--- config.mk ---
export PLATFORM = sky130hd
export DESIGN_NAME = fht_unload
export DESIGN_NICKNAME = d
export VERILOG_FILES = /design/src/rtl/fht_unload_pkg.sv /design/src/rtl/fht_unload_buf.sv /design/src/rtl/fht_unload.sv
export SDC_FILE = /design/constraint.sdc
export NUM_CORES = 1
export LEC_CHECK = 0
export CORE_ASPECT_RATIO = 0.75
export CORE_UTILIZATION = 50
export DETAILED_ROUTE_END_ITERATION = 7
export GPL_TIMING_DRIVEN = 0
export MAX_ROUTING_LAYER = met4
export PLACE_DENSITY = 0.81
export SLEW_MARGIN = 30
export SYNTH_ARGS = -nofsm -noshare
export SYNTH_HDL_FRONTEND = slang
export SYNTH_SLANG_ARGS = --single-unit
--- constraint.sdc ---
create_clock -name iCLK -period 2.5 [get_ports iCLK]
set_input_delay 0.375 -clock iCLK [delete_from_list [all_inputs] [get_ports iCLK]]
set_output_delay 0.375 -clock iCLK [all_outputs]
set_load 0.005 [all_outputs]
--- src/rtl/fht_unload_pkg.sv ---
// Shared defaults, FSM encodings and point-count helper for the FHT readout stage.
package fht_unload_pkg;

    localparam int FHT_D_BIT = 22;
    localparam int FHT_A_BIT = 8;

    localparam logic [1:0] FHT_UL_IDLE   = 2'd0;
    localparam logic [1:0] FHT_UL_FETCH  = 2'd1;
    localparam logic [1:0] FHT_UL_WAIT   = 2'd2;
    localparam logic [1:0] FHT_UL_STREAM = 2'd3;

    // Number of result points held across the four banks.
    function automatic int fht_ul_points(input int a_bit);
        return 4 << a_bit;
    endfunction

endpackage

--- src/rtl/fht_unload_buf.sv ---
// Four-entry row buffer: captures one RAM row (all banks) and presents it one slot at a time.
module fht_unload_buf
    import fht_unload_pkg::*;
#(
    parameter int D_BIT = FHT_D_BIT
) (
    input  logic                    clk_i,
    input  logic                    rst_ni,
    input  logic                    load_i,
    input  logic                    advance_i,
    input  logic                    clear_i,
    input  logic signed [D_BIT-1:0] data0_i,
    input  logic signed [D_BIT-1:0] data1_i,
    input  logic signed [D_BIT-1:0] data2_i,
    input  logic signed [D_BIT-1:0] data3_i,
    output logic [1:0]              slot_o,
    output logic signed [D_BIT-1:0] data_o
);

    logic signed [D_BIT-1:0] row_q [4];
    logic signed [D_BIT-1:0] row_d [4];
    logic [1:0]              slot_q;
    logic [1:0]              slot_d;
    logic signed [D_BIT-1:0] data_q;
    logic signed [D_BIT-1:0] data_d;
    logic [1:0]              slot_nxt_s;

    assign slot_nxt_s = slot_q + 2'd1;

    // Next-state: clear wins over load, load wins over advance; the output sample is registered.
    always_comb begin
        row_d  = row_q;
        slot_d = slot_q;
        data_d = data_q;
        if (clear_i) begin
            slot_d = 2'd0;
            data_d = {D_BIT{1'b0}};
        end else if (load_i) begin
            row_d[0] = data0_i;
            row_d[1] = data1_i;
            row_d[2] = data2_i;
            row_d[3] = data3_i;
            slot_d   = 2'd0;
            data_d   = data0_i;
        end else if (advance_i) begin
            slot_d = slot_nxt_s;
            data_d = row_q[slot_nxt_s];
        end else begin
            slot_d = slot_q;
        end
    end

    // Buffer, slot pointer and output sample registers.
    always_ff @(posedge clk_i or negedge rst_ni) begin
        if (!rst_ni) begin
            for (int i = 0; i < 4; i++) begin
                row_q[i] <= {D_BIT{1'b0}};
            end
            slot_q <= 2'd0;
            data_q <= {D_BIT{1'b0}};
        end else begin
            row_q  <= row_d;
            slot_q <= slot_d;
            data_q <= data_d;
        end
    end

    assign slot_o = slot_q;
    assign data_o = data_q;

endmodule

--- src/rtl/fht_unload.sv ---
// FHT result readout: drains the four RAM(A) banks in natural point order as a valid/ready stream.
// Optional build macro FHT_UNLOAD_LAST_EN adds oLAST and oINDEX sideband outputs.
module fht_unload
    import fht_unload_pkg::*;
#(
    parameter int D_BIT = FHT_D_BIT,
    parameter int A_BIT = FHT_A_BIT
) (
    input  logic                    iCLK,
    input  logic                    iRESET,
    input  logic                    iFHT_RDY,
    input  logic signed [D_BIT-1:0] iDATA_0,
    input  logic signed [D_BIT-1:0] iDATA_1,
    input  logic signed [D_BIT-1:0] iDATA_2,
    input  logic signed [D_BIT-1:0] iDATA_3,
    output logic [A_BIT-1:0]        oADDR_RD_0,
    output logic [A_BIT-1:0]        oADDR_RD_1,
    output logic [A_BIT-1:0]        oADDR_RD_2,
    output logic [A_BIT-1:0]        oADDR_RD_3,
    output logic signed [D_BIT-1:0] oDATA,
    output logic                    oVALID,
    input  logic                    iREADY,
    output logic                    oBUSY,
    output logic                    oDONE
`ifdef FHT_UNLOAD_LAST_EN
    ,
    output logic                    oLAST,
    output logic [A_BIT+1:0]        oINDEX
`endif
);

    localparam logic [A_BIT-1:0] ROW_ONE = {{(A_BIT-1){1'b0}}, 1'b1};

    logic [1:0]       state_q, state_d;
    logic             rdy_q;
    logic [A_BIT-1:0] row_q, row_d;
    logic [A_BIT-1:0] addr_q, addr_d;
    logic             valid_q, valid_d;
    logic             busy_q, busy_d;
    logic             done_q, done_d;

    logic [1:0]       slot_s;
    logic             xfer_s;
    logic             trig_s;
    logic             last_row_s;
    logic             load_s;
    logic             adv_s;
    logic             clr_s;

    assign xfer_s     = valid_q & iREADY;
    assign trig_s     = iFHT_RDY & ~rdy_q;
    assign last_row_s = &row_q;

    // FSM; the next row address goes out when slot 2 is entered so the reload at slot 3 has data ready.
    always_comb begin
        state_d = state_q;
        row_d   = row_q;
        addr_d  = addr_q;
        valid_d = valid_q;
        busy_d  = busy_q;
        done_d  = 1'b0;
        load_s  = 1'b0;
        adv_s   = 1'b0;
        clr_s   = 1'b0;
        case (state_q)
            FHT_UL_IDLE: begin
                if (trig_s) begin
                    state_d = FHT_UL_FETCH;
                    row_d   = {A_BIT{1'b0}};
                    addr_d  = {A_BIT{1'b0}};
                    busy_d  = 1'b1;
                end else begin
                    busy_d  = 1'b0;
                end
            end
            FHT_UL_FETCH: begin
                state_d = FHT_UL_WAIT;
            end
            FHT_UL_WAIT: begin
                load_s  = 1'b1;
                valid_d = 1'b1;
                state_d = FHT_UL_STREAM;
            end
            FHT_UL_STREAM: begin
                if (xfer_s) begin
                    if (slot_s == 2'd3) begin
                        if (last_row_s) begin
                            clr_s   = 1'b1;
                            valid_d = 1'b0;
                            busy_d  = 1'b0;
                            done_d  = 1'b1;
                            row_d   = {A_BIT{1'b0}};
                            addr_d  = {A_BIT{1'b0}};
                            state_d = FHT_UL_IDLE;
                        end else begin
                            load_s  = 1'b1;
                            row_d   = row_q + ROW_ONE;
                        end
                    end else begin
                        adv_s = 1'b1;
                        if (slot_s == 2'd1) begin
                            addr_d = row_q + ROW_ONE;
                        end else begin
                            addr_d = addr_q;
                        end
                    end
                end else begin
                    state_d = FHT_UL_STREAM;
                end
            end
            default: begin
                state_d = FHT_UL_IDLE;
                valid_d = 1'b0;
                busy_d  = 1'b0;
                clr_s   = 1'b1;
            end
        endcase
    end

    // Control state; rdy_q resets high so an already-high ready flag is not taken as an edge.
    always_ff @(posedge iCLK or negedge iRESET) begin
        if (!iRESET) begin
            state_q <= FHT_UL_IDLE;
            rdy_q   <= 1'b1;
            row_q   <= {A_BIT{1'b0}};
            addr_q  <= {A_BIT{1'b0}};
            valid_q <= 1'b0;
            busy_q  <= 1'b0;
            done_q  <= 1'b0;
        end else begin
            state_q <= state_d;
            rdy_q   <= iFHT_RDY;
            row_q   <= row_d;
            addr_q  <= addr_d;
            valid_q <= valid_d;
            busy_q  <= busy_d;
            done_q  <= done_d;
        end
    end

    fht_unload_buf #(
        .D_BIT (D_BIT)
    ) u_buf (
        .clk_i     (iCLK),
        .rst_ni    (iRESET),
        .load_i    (load_s),
        .advance_i (adv_s),
        .clear_i   (clr_s),
        .data0_i   (iDATA_0),
        .data1_i   (iDATA_1),
        .data2_i   (iDATA_2),
        .data3_i   (iDATA_3),
        .slot_o    (slot_s),
        .data_o    (oDATA)
    );

    assign oADDR_RD_0 = addr_q;
    assign oADDR_RD_1 = addr_q;
    assign oADDR_RD_2 = addr_q;
    assign oADDR_RD_3 = addr_q;
    assign oVALID     = valid_q;
    assign oBUSY      = busy_q;
    assign oDONE      = done_q;

`ifdef FHT_UNLOAD_LAST_EN
    localparam logic [A_BIT+1:0] IDX_ONE    = {{(A_BIT+1){1'b0}}, 1'b1};
    localparam logic [A_BIT+1:0] IDX_PENULT = (A_BIT+2)'(fht_ul_points(A_BIT) - 2);

    logic [A_BIT+1:0] idx_q, idx_d;
    logic             last_q, last_d;

    // Point index and last flag track the sample currently on oDATA.
    always_comb begin
        idx_d  = idx_q;
        last_d = last_q;
        if (load_s && (state_q == FHT_UL_WAIT)) begin
            idx_d  = {(A_BIT+2){1'b0}};
            last_d = 1'b0;
        end else if (clr_s) begin
            idx_d  = {(A_BIT+2){1'b0}};
            last_d = 1'b0;
        end else if (xfer_s) begin
            idx_d  = idx_q + IDX_ONE;
            last_d = (idx_q == IDX_PENULT);
        end else begin
            idx_d  = idx_q;
        end
    end

    // Sideband registers.
    always_ff @(posedge iCLK or negedge iRESET) begin
        if (!iRESET) begin
            idx_q  <= {(A_BIT+2){1'b0}};
            last_q <= 1'b0;
        end else begin
            idx_q  <= idx_d;
            last_q <= last_d;
        end
    end

    assign oINDEX = idx_q;
    assign oLAST  = last_q;
`endif

endmodule

==> results of run 1 <==
==> sequential cells by signal, summed over array words and instances (netlist names) <==
register      cells
rdy_q             1
u_buf.slot_o      2
oADDR_RD_0        8
oVALID            1
row_q             8
oBUSY             1
state_q           2
u_buf.data_o     22
oDONE             1
u_buf.row_q      88
==> area by class of cell <==
type,count,area (um^2)
plain buffers,48,362
clock buffers,19,453
clock inverters,12,106
fillers,780,3340
inverters,5,18.8
multi-input cells,238,2380
flip-flops and latches,134,3350
well taps,162,203
repair buffers,150,1520
==> timing repair <==
item,4_1_cts,5_1_grt
hold endpoints to repair,67,0
hold buffers,1,0
setup endpoints to repair,0,11
resized for setup,0,2
==> power by group through the flow <==
| stage | clock network, mW | registers, mW | logic [mW] |
|---|---|---|---|
| after floorplan | 0 | 3.58 | 2.32 |
| after CTS | 2.35 | 3.74 | 3.55 |
| after global routing | 2.47 | 3.88 | 3.79 |
| final | 2.33 | 3.75 | 3.52 |
| after detailed placement | 0 | 3.76 | 3.53 |
| after global placement | 0 | 3.71 | 3.38 |
==> placed cells by master (no fill, tap or decap), types with 3 or more instances in the layout <==
cell,count
sky130_fd_sc_hd__and2_1,23
sky130_fd_sc_hd__clkinv_2,4
sky130_fd_sc_hd__nand3_1,3
sky130_fd_sc_hd__mux4_2,22
sky130_fd_sc_hd__clkdlybuf4s50_1,147
sky130_fd_sc_hd__and3_1,4
sky130_fd_sc_hd__inv_1,5
sky130_fd_sc_hd__o21ai_0,9
sky130_fd_sc_hd__a221o_1,22
sky130_fd_sc_hd__o2bb2ai_1,7
sky130_fd_sc_hd__nor3_1,4
sky130_fd_sc_hd__ha_1,3
sky130_fd_sc_hd__clkbuf_16,17
sky130_fd_sc_hd__clkinv_4,3
sky130_fd_sc_hd__buf_4,24
sky130_fd_sc_hd__buf_6,11
sky130_fd_sc_hd__dfrtp_1,133
sky130_fd_sc_hd__xor2_1,3
sky130_fd_sc_hd__a21oi_1,6
sky130_fd_sc_hd__nand2_1,18
sky130_fd_sc_hd__xnor2_1,3
sky130_fd_sc_hd__mux2_2,88
sky130_fd_sc_hd__clkbuf_1,5
sky130_fd_sc_hd__buf_2,6
sky130_fd_sc_hd__clkinvlp_4,4
sky130_fd_sc_hd__nor2_1,6
==> layer usage <==
metal,wire length [um],part of all wire,track usage,vias up
li1,-,-,-,1888
met1,6530,0.45,0.341,2171
met2,7250,0.49,0.394,139
met3,793,0.054,0.0655,9
met4,108,0.0074,0.0725,0
met5,0,0,-,-
==> cells by family after synthesis <==
family / count (synthesis) / share of synthesized area
AOI/OAI and AO/OA: 53 / 0.0715
xor gates and xnor gates: 6 / 0.00861
adders and majority gates: 3 / 0.00615
buffers and inverters: 53 / 0.0621
DFF: 134 / 0.549
muxes: 110 / 0.243
and+or+nand+nor: 66 / 0.0586
==> final timing paths <==
path | startpoint | to | slack [ns]
worst max-delay path | row_q[0]$_DFFE_PN0P_ | u_buf.row_q[76]$_DFFE_PN0P_ | 0.1
worst min-delay path | iFHT_RDY | rdy_q$_DFF_PN1_ | 0.44
worst max register to register | row_q[0]$_DFFE_PN0P_ | u_buf.row_q[76]$_DFFE_PN0P_ | 0.1
worst min register to register | u_buf.row_q[54]$_DFFE_PN0P_ | u_buf.row_q[54]$_DFFE_PN0P_ | 0.50
max in group asynchronous | iRESET | rdy_q$_DFF_PN1_ | 1.28
min in group asynchronous | iRESET | u_buf.row_q[75]$_DFFE_PN0P_ | 0.49
==> metrics by stage <==
step / setup WS, ns / hold slack [ns] / utilization / cells / instance area, um^2
2_1_floorplan: 0.369 / 0.0794 / - / 425 / 6100
5_1_grt: 0.0282 / 0.435 / 0.715 / 768 / 8400
6_report: 0.0959 / 0.435 / 0.715 / 768 / 8400
3_3_place_gp: -4.09 / 0.483 / 0.663 / 735 / 7790
3_5_place_dp: -0.00460 / 0.362 / 0.666 / 736 / 7820
4_1_cts: 0.0707 / 0.430 / 0.715 / 768 / 8390
==> impl_metrics.csv, run 1 <==
group,metric,value,unit
route,drt_iter0_drc,260,
worst_setup_path,crit_path_required_time,2.80,ns
die,dieHeight,97.7,um
pwr,power.clock.fraction,0.243,
worst_setup_path,critical_path_cell_list,"ha_1 > and4_1 > and4_4 > o31ai_4 > buf_6 > buf_6 > mux2_2",
worst_setup_path,worst_path_most_repeated_cell,"sky130_fd_sc_hd__buf_6",
clock_network,cts_made_buffers,17,
worst_setup_path,setup.worst_path.class,"reg2reg",
global_routing,track_usage,0.258,
synth,yosys_warnings,0,
global_routing,antenna_violations_before_repair,0,
pwr,internal-power,6.88,mW
pwr,total_power,9.60,mW
timing,setup_viol,0,
die,top_level_ports,149,
layout,fin_nets,689,
pwr,pwr_density_cell,1140,mW/mm^2
timing,grt_setup_unrepaired,"no",
die,area_of_the_die,0.0127,mm^2
hold_path,holdCritPathClass,"in2reg",
hold_path,timing.hold.worst_path_depth,1,
synth,synth_nets,520,
synth,synth_flop_cell,"sky130_fd_sc_hd__dfrtp_1",
clock_network,cts_tree,"done",
global_routing,grt_first_pass_wirelength,23400,um
synth,mapped_cell_area,0.00610,mm^2
worst_setup_path,critical-path-slowest-cell,"sky130_fd_sc_hd__dfrtp_1",
timing,layout_min_cycle_time,2.40,ns
timing,fin_skew,0.0157,ns
pwr,share_of_power_burned_in_combinational_logic,0.366,
layout,layout_cells_sized_above_1,0.312,
clock_network,cts_root_buf,"sky130_fd_sc_hd__clkbuf_16",
die,floorplan.initialDensity,0.520,
timing,hold_violations,0,
run,max_cap_viol_count,0,
clock_network,clk-insertion-delay-late,0.42,ns
global_routing,first_global_vias,4379,
pwr,pwr-share-seq,0.391,
route,drt-pass1-iter-count,5,
worst_setup_path,worst_path_dominant_cell_family,"simple AND/OR/NAND/NOR gates",
pwr,vdd.ir_drop.worst,0.694,mV
synth,synthMostInstantiatedCell,"sky130_fd_sc_hd__dfrtp_1",
worst_setup_path,cp_max_fo,10,
clock_network,clk_pin_slew_worst_paths,0.06,ns
die,die_x,130,um
global_routing,grt_start_max_net_pins,69,
synth,share_of_synthesized_registers_carrying_an_async_set_or_reset,1.00,
synth,cell_count_after_synthesis,425,
route,wl_per_cell,19.1,um
synth,synth_cell_type_count,37,
pwr,net_sw_frac,0.283,
synth,yosys-top-cells-count,"sky130_fd_sc_hd__dfrtp_1, sky130_fd_sc_hd__mux2_2, sky130_fd_sc_hd__buf_4",
clock_network,cts.sink_count,134,
synth,synthDominantAreaCellType,"sky130_fd_sc_hd__dfrtp_1",
worst_setup_path,worstPathArrival,2.70,ns
pwr,power.static_leakage,3.47,nW
pwr,power.switching,2.72,mW
timing,total_negative_slack,0,ns
route,routed_via_density,5.48,
global_routing,overflow,0,
clock_network,cts_post_setup_buffers_inserted,0,
die,number_of_rows_created_at_floorplan,34,
placement,numPortBuffers,148,
synth,synth_enable_flop_cells,0,
synth,synth.ff_latch_count,134,
clock_network,cts_max_path_buffers,2,
status,run_status,"finished clean",
timing,worst_slew_pin_slew,0.720,ns
route,antenna_left,0,
worst_setup_path,start_kind,"flip-flop",
synth,synth_top_cell_area_share,0.545,
route,wl,14700,um
placement,dp_hpwl,10200,um
worst_setup_path,crit_buf_inv,2,
die,core_ar,0.0117,mm^2
worst_setup_path,endpoint_kind,"flip-flop",
timing,final.period_utilization,0.962,
route,routed-via-count,4207,
synth,synthesis.area_per_instance,14.4,um^2
worst_setup_path,depth_of_the_critical_timing_path_with_buffers_and_inverters_included,7,
worst_setup_path,crit_path_max_incr_delay,0.44,ns
worst_setup_path,r2r_cell_count,7,
clock_network,htree_levels,4,
synth,sequential_element_share_of_the_synthesized_area,0.549,
timing,drv_slew,0,
layout,flow.area_growth_from_synthesis,37.6,%
route,drt_drc_violations_left,0,
timing,fmaxAchievable,416,MHz
layout,number_of_inserted_diodes,0,
timing,timing.max_slew.rel_slack,0.520,
synth,post_synth_main_area_contributors,"sky130_fd_sc_hd__dfrtp_1, sky130_fd_sc_hd__mux2_2, sky130_fd_sc_hd__mux4_2",
placement,placer_s_final_routability_congestion_estimate,0.822,
Power figures use the tool's default switching activity.
==> inputs of run 2 (changes only) <==
Settings changed: CORE_UTILIZATION 50 to 54, HOLD_SLACK_MARGIN set to 0.02, PLACE_DENSITY 0.81 to 0.86, SETUP_SLACK_MARGIN set to 0.3.
Clock period 2.5 ns to 3.03 ns, I/O delays scaled along.
==> run 2 against run 1 <==
The run now ends with DRC left. Highest routed layer unchanged. Register-to-register slack improved by 0.45 ns. Clock skew decreased by 0.0051 ns. Fmax decreased by 3.3%. Non-clock buffer count fell by 1. Design area rose by 0.70%. Largest power group unchanged. Wire length is 2.3% higher. Worst hold slack got worse by 0.43 ns. Critical path depth unchanged. Critical path type unchanged. Clock power hardly changed. Via count rose by 1.1%. Die area down 7.3%. First-iteration DRC count is 40% higher.
==> impl_metrics.csv, run 2 (synthesis gave the netlist of run 1 again) <==
group,metric,value,unit
clock_network,cts_max_path_buffers,2,
global_routing,track_usage,0.287,
timing,grt_setup_unrepaired,"no",
clock_network,cts_resized,0,
timing,timing.hold.ws,0.00198,ns
route,routed-via-count,4255,
global_routing,overflow,0,
route,drt_iter0_drc,365,
pwr,vdd.ir_drop.worst,0.642,mV
die,area_of_the_die,0.0117,mm^2
layout,largest_register_ffs,88,
pwr,pwr_density_cell,987,mW/mm^2
timing,hold_violations,0,
worst_setup_path,crit_path_max_incr_delay,0.45,ns
pwr,power.static_leakage,3.51,nW
placement,postPlaceCellArea,0.00779,mm^2
clock_network,cts_hold_buffers,0,
die,number_of_rows_created_at_floorplan,33,
clock_network,cts_root_buf,"sky130_fd_sc_hd__clkbuf_16",
worst_setup_path,worst_path_dominant_cell_family,"simple AND/OR/NAND/NOR gates",
global_routing,grt_first_pass_wirelength,24300,um
layout,number_of_inserted_diodes,0,
layout,flow.area_growth_from_synthesis,38.6,%
layout,max_flop_register,"u_buf.row_q",
timing,layout_min_cycle_time,2.49,ns
timing,fin_skew,0.0105,ns
placement,numPortBuffers,148,
global_routing,grt_start_max_net_pins,79,
clock_network,cts_post_setup_buffers_inserted,0,
layout,commonest_non_fill_non_tap_cells_in_the_layout,"sky130_fd_sc_hd__clkdlybuf4s50_1, sky130_fd_sc_hd__dfrtp_1, sky130_fd_sc_hd__mux2_2",
clock_network,htree_levels,4,
die,floorplan.initialDensity,0.556,
status,violated_checks,"DRC",
timing,drv_slew,0,
worst_setup_path,start_kind,"flip-flop",
placement,placer_s_final_routability_congestion_estimate,0.879,
clock_network,clk-insertion-delay-late,0.42,ns
die,die_x,125,um
clock_network,cts.sink_count,134,
timing,timing.max_slew.rel_slack,0.518,
timing,setup_viol,0,
worst_setup_path,critical_path_cell_list,"ha_1 > and4_1 > and4_4 > o31ai_2 > buf_6 > buf_6 > mux2_2",
worst_setup_path,worst_path_most_repeated_cell,"sky130_fd_sc_hd__buf_6",
worst_setup_path,crit_path_required_time,3.33,ns
timing,worst_slew_pin_slew,0.723,ns
layout,fin_util,0.770,
placement,dp_hpwl,10300,um
worst_setup_path,cp_max_fo,10,
route,antenna_left,0,
route,wl,15000,um
global_routing,first_global_vias,4568,
layout,layout_cells_sized_above_1,0.312,
worst_setup_path,crit-reg2reg-launch,"row_q[0]$_DFFE_PN0P_",
route,drt_drc_violations_left,16,
die,top_level_ports,149,
worst_setup_path,endpoint_kind,"flip-flop",
die,dieHeight,94.1,um
layout,fin_nets,688,
route,wl_per_cell,20.1,um
route,routed_via_density,5.70,
worst_setup_path,crit_buf_inv,2,
global_routing,antenna_violations_before_repair,0,
worst_setup_path,critical-path-slowest-cell,"sky130_fd_sc_hd__dfrtp_1",
clock_network,clk_pin_slew_worst_paths,0.06,ns
route,drt-pass1-iter-count,7,
timing,final.period_utilization,0.821,
layout,postLayoutCellArea,0.00846,mm^2
hold_path,holdCritPathClass,"in2async",
worst_setup_path,worstPathArrival,2.78,ns
timing,fmaxAchievable,402,MHz
layout,most_frequent_standard_cell_in_the_layout_excluding_fill_and_tap_cells,"sky130_fd_sc_hd__clkdlybuf4s50_1",
clock_network,cts_tree,"done",
worst_setup_path,critPathLaunch,"row_q[0]$_DFFE_PN0P_",
status,run_status,"finished, violations left",
run,max_cap_viol_count,0,
die,core_ar,0.0110,mm^2
clock_network,cts_made_buffers,17,
worst_setup_path,setup.worst_path.class,"reg2reg",
==> run 2: cell types whose count changed in the layout (fill, tap and decap cells not counted), sizes merged <==
cell | before | now
bufinv | 1 | 5
clkinv | 7 | 3
buf | 44 | 45
dlygate4sd3 | 1 | 0
==> run 2: metrics by stage <==
step | total power [mW] | TNS (ns) | setup slack [ns] | cells
floorplan | 4.87 | 0 | 0.899 | 425
global placement | 5.84 | -485.38 | -3.65 | 713
detailed placement | 6.03 | 0 | 0.377 | 714
CTS | 8.39 | 0 | 0.585 | 746
global route | 8.77 | 0 | 0.461 | 746
finish | 8.35 | 0 | 0.543 | 746
==> run 2: routing by layer <==
| layer | up-vias | wire, um | global-route usage |
|---|---|---|---|
| met2 | 158 | 7490 | 0.469 |
| met3 | 12 | 949 | 0.0700 |
| li1 | 1898 | - | - |
| met5 | - | 0 | - |
| met1 | 2187 | 6460 | 0.357 |
| met4 | 0 | 108 | 0.0895 |
==> run 2: final timing paths <==
check	to	slack, ns	cells after the start
hold / removal	u_buf.row_q[46]$_DFFE_PN0P_	0.002	1
max in group asynchronous	u_buf.data_o[13]$_DFFE_PN0P_	2.35	2
setup / recovery	u_buf.row_q[70]$_DFFE_PN0P_	0.54	7
hold reg to reg	u_buf.row_q[65]$_DFFE_PN0P_	0.50	1
setup reg to reg	u_buf.row_q[70]$_DFFE_PN0P_	0.54	7
min in group iCLK	rdy_q$_DFF_PN1_	0.49	1
==> run 2: area by class of cell <==
cell class | instances | area, um^2
flip-flops and latches | 134 | 3350
fillers | 663 | 2520
multi-input cells | 238 | 2370
repair buffers | 149 | 1510
clock buffers | 20 | 467
plain buffers | 48 | 360
clock inverters | 12 | 199
well taps | 140 | 175
inverters | 5 | 18.8
==> run 2: power by group <==
| part | leakage, nW | total, mW | switching, mW | internal [mW] |
|---|---|---|---|---|
| sequential | 1.60 | 3.12 | 0.519 | 2.61 |
| clock | 0.314 | 2.31 | 0.788 | 1.52 |
| combinational | 1.60 | 2.91 | 1.00 | 1.91 |
| total | 3.51 | 8.35 | 2.31 | 6.04 |
==> inputs of run 3 (changes only) <==
Settings changed: CORE_UTILIZATION 54 to 50, PLACE_DENSITY 0.86 to 0.81.
Clock period 3.03 ns to 2.4 ns, I/O delays scaled along.
==> run 3 against run 2 <==
Design area grew 3.8%. Critical endpoint is now u_buf.row_q[8]$_DFFE_PN0P_. Register-to-register slack got worse by 0.28 ns. The run now ends clean. Worst hold slack improved by 0.39 ns. Clock skew decreased by 0.0010 ns. Sequential power is 27% higher. Via count is 3.7% higher. Fmax up 16%. Cell count rose by 5.0%. Highest routed layer unchanged.
==> impl_metrics.csv, run 3 (synthesis gave the netlist of run 1 again) <==
group,metric,value,unit
status,run_status,"finished clean",
layout,flow.area_growth_from_synthesis,43.8,%
timing,timing.final.ws_setup,0.259,ns
timing,drv_slew,0,
layout,number_of_inserted_diodes,0,
pwr,power.switching,3.04,mW
global_routing,track_usage,0.273,
pwr,total_power,10.5,mW
die,dieHeight,97.7,um
worst_setup_path,cp_max_fo,10,
pwr,power.static_leakage,3.68,nW
layout,commonest_non_fill_non_tap_cells_in_the_layout,"sky130_fd_sc_hd__clkdlybuf4s50_1, sky130_fd_sc_hd__dfrtp_1, sky130_fd_sc_hd__mux2_2",
worst_setup_path,endpoint_kind,"flip-flop",
global_routing,first_global_vias,4722,
pwr,power.clock.fraction,0.234,
die,die_x,130,um
die,area_of_the_die,0.0127,mm^2
worst_setup_path,crit_buf_inv,2,
worst_setup_path,setup.worst_path.class,"reg2reg",
die,core_ar,0.0117,mm^2
layout,most_frequent_standard_cell_in_the_layout_excluding_fill_and_tap_cells,"sky130_fd_sc_hd__clkdlybuf4s50_1",
worst_setup_path,crit_path_required_time,2.70,ns
global_routing,overflow,0,
timing,grt_setup_unrepaired,"yes",
clock_network,clk_pin_slew_worst_paths,0.06,ns
placement,numPortBuffers,148,
pwr,pwr_density_cell,1190,mW/mm^2
hold_path,holdCritPathClass,"in2reg",
timing,fin_skew,0.00949,ns
global_routing,grt_first_pass_wirelength,24600,um
timing,fmaxAchievable,467,MHz
route,routed_via_density,5.64,
route,drt_iter0_drc,271,
pwr,vdd.ir_drop.worst,0.737,mV
timing,layout_min_cycle_time,2.14,ns
layout,layout_cells_sized_above_1,0.338,
clock_network,cts_made_buffers,17,
timing,worst_slew_pin_slew,0.588,ns
layout,max_flop_register,"u_buf.row_q",
clock_network,cts_tree,"done",
global_routing,busiest_layer,"met2",
clock_network,cts_root_buf,"sky130_fd_sc_hd__clkbuf_16",
worst_setup_path,worstPathArrival,2.45,ns
route,routed-via-count,4413,
timing,setup_viol,0,
clock_network,clk-insertion-delay-late,0.42,ns
die,top_level_ports,149,
layout,fin_nets,703,
placement,dp_hpwl,10500,um
clock_network,cts.sink_count,134,
timing,hold_violations,0,
timing,final.period_utilization,0.892,
worst_setup_path,worst_path_dominant_cell_family,"flip-flops",
die,floorplan.initialDensity,0.520,
clock_network,htree_levels,4,
worst_setup_path,critical_path_cell_list,"ha_4 > and4_4 > and4_4 > o31ai_4 > buf_6 > buf_6 > mux2_2",
global_routing,grt.met2_usage,0.435,
global_routing,antenna_violations_before_repair,0,
timing,total_negative_slack,0,ns
route,drt-pass1-iter-count,5,
die,number_of_rows_created_at_floorplan,34,
global_routing,met1_usage,0.335,
global_routing,grt_start_max_net_pins,76,
placement,dp_worst_setup_slack,-0.0548,ns
layout,largest_register_ffs,88,
clock_network,cts_max_path_buffers,2,
pwr,net_sw_frac,0.290,
run,max_cap_viol_count,0,
route,antenna_left,0,
pwr,internal-power,7.45,mW
pwr,pwr-share-seq,0.376,
global_routing,use_met3,0.0677,
route,wl_per_cell,20.4,um
worst_setup_path,critical-path-slowest-cell,"sky130_fd_sc_hd__dfrtp_2",
worst_setup_path,start_kind,"flip-flop",
route,wl,16000,um
placement,placer_s_final_routability_congestion_estimate,0.824,
route,drt_drc_violations_left,0,
worst_setup_path,crit_path_max_incr_delay,0.43,ns
timing,timing.max_slew.rel_slack,0.603,
pwr,share_of_power_burned_in_combinational_logic,0.389,
==> run 3: cell types whose count changed in the layout (fill, tap and decap cells not counted), moves of 3 or more <==
cell                        change
sky130_fd_sc_hd__buf_4          +9
sky130_fd_sc_hd__buf_12         +5
sky130_fd_sc_hd__clkbuf_8       -3
sky130_fd_sc_hd__clkbuf_16      +3
sky130_fd_sc_hd__mux2_4        +31
sky130_fd_sc_hd__bufinv_16      -4
sky130_fd_sc_hd__mux2_2        -31
==> run 3: metal layers <==
metal / routed length (um) / vias to the layer above
li1: - / 1920
met1: 6820 / 2290
met2: 7840 / 166
met3: 897 / 37
met4: 401 / 0
met5: 0 / -
==> run 3: cell type report <==
cell class	instances	area [um^2]
buffer	48	423
sequential	134	3360
tap	162	203
clock inverter	14	129
fill	751	2960
timing repair buffer	164	1710
clock buffer	18	429
inverter	5	18.8
multi-input combinational	238	2510
==> run 3: what timing repair did <==
action                     CTS  global route
cloned                       2             3
resized for setup           23            36
buffers inserted             6             3
hold buffers                 1             0
hold endpoints to repair    59             0
setup endpoints to repair  116           108
pin swaps                    2             1
==> run 3: final timing paths <==
| path | start | endpoint | slack [ns] | cells after the start |
|---|---|---|---|---|
| worst max-delay path | row_q[0]$_DFFE_PN0P_ | u_buf.row_q[8]$_DFFE_PN0P_ | 0.26 | 7 |
| worst min register to register | u_buf.row_q[67]$_DFFE_PN0P_ | u_buf.row_q[67]$_DFFE_PN0P_ | 0.50 | 1 |
| min in group asynchronous | iRESET | u_buf.row_q[9]$_DFFE_PN0P_ | 0.45 | 2 |
| worst min-delay path | iFHT_RDY | rdy_q$_DFF_PN1_ | 0.40 | 1 |
| max in group asynchronous | iRESET | rdy_q$_DFF_PN1_ | 1.19 | 3 |
| worst max register to register | row_q[0]$_DFFE_PN0P_ | u_buf.row_q[8]$_DFFE_PN0P_ | 0.26 | 7 |
==> run 3: power by group through the flow <==
stage	Combinational (mW)	Clock, mW	Sequential (mW)
after floorplan	2.42	0	3.73
after global placement	3.51	0	3.87
after detailed placement	3.68	0	3.92
after CTS	3.84	2.48	3.91
after global routing	4.39	2.60	4.06
final	4.08	2.46	3.95
==> run 3: metrics by stage <==
stage,hold slack [ns],area [um^2],utilization,std cells
2_1_floorplan,0.0644,6110,-,425
3_3_place_gp,0.483,7790,0.664,735
3_5_place_dp,0.318,7820,0.666,736
4_1_cts,0.395,8550,0.728,777
5_1_grt,0.397,8780,0.748,783
6_report,0.397,8780,0.748,783
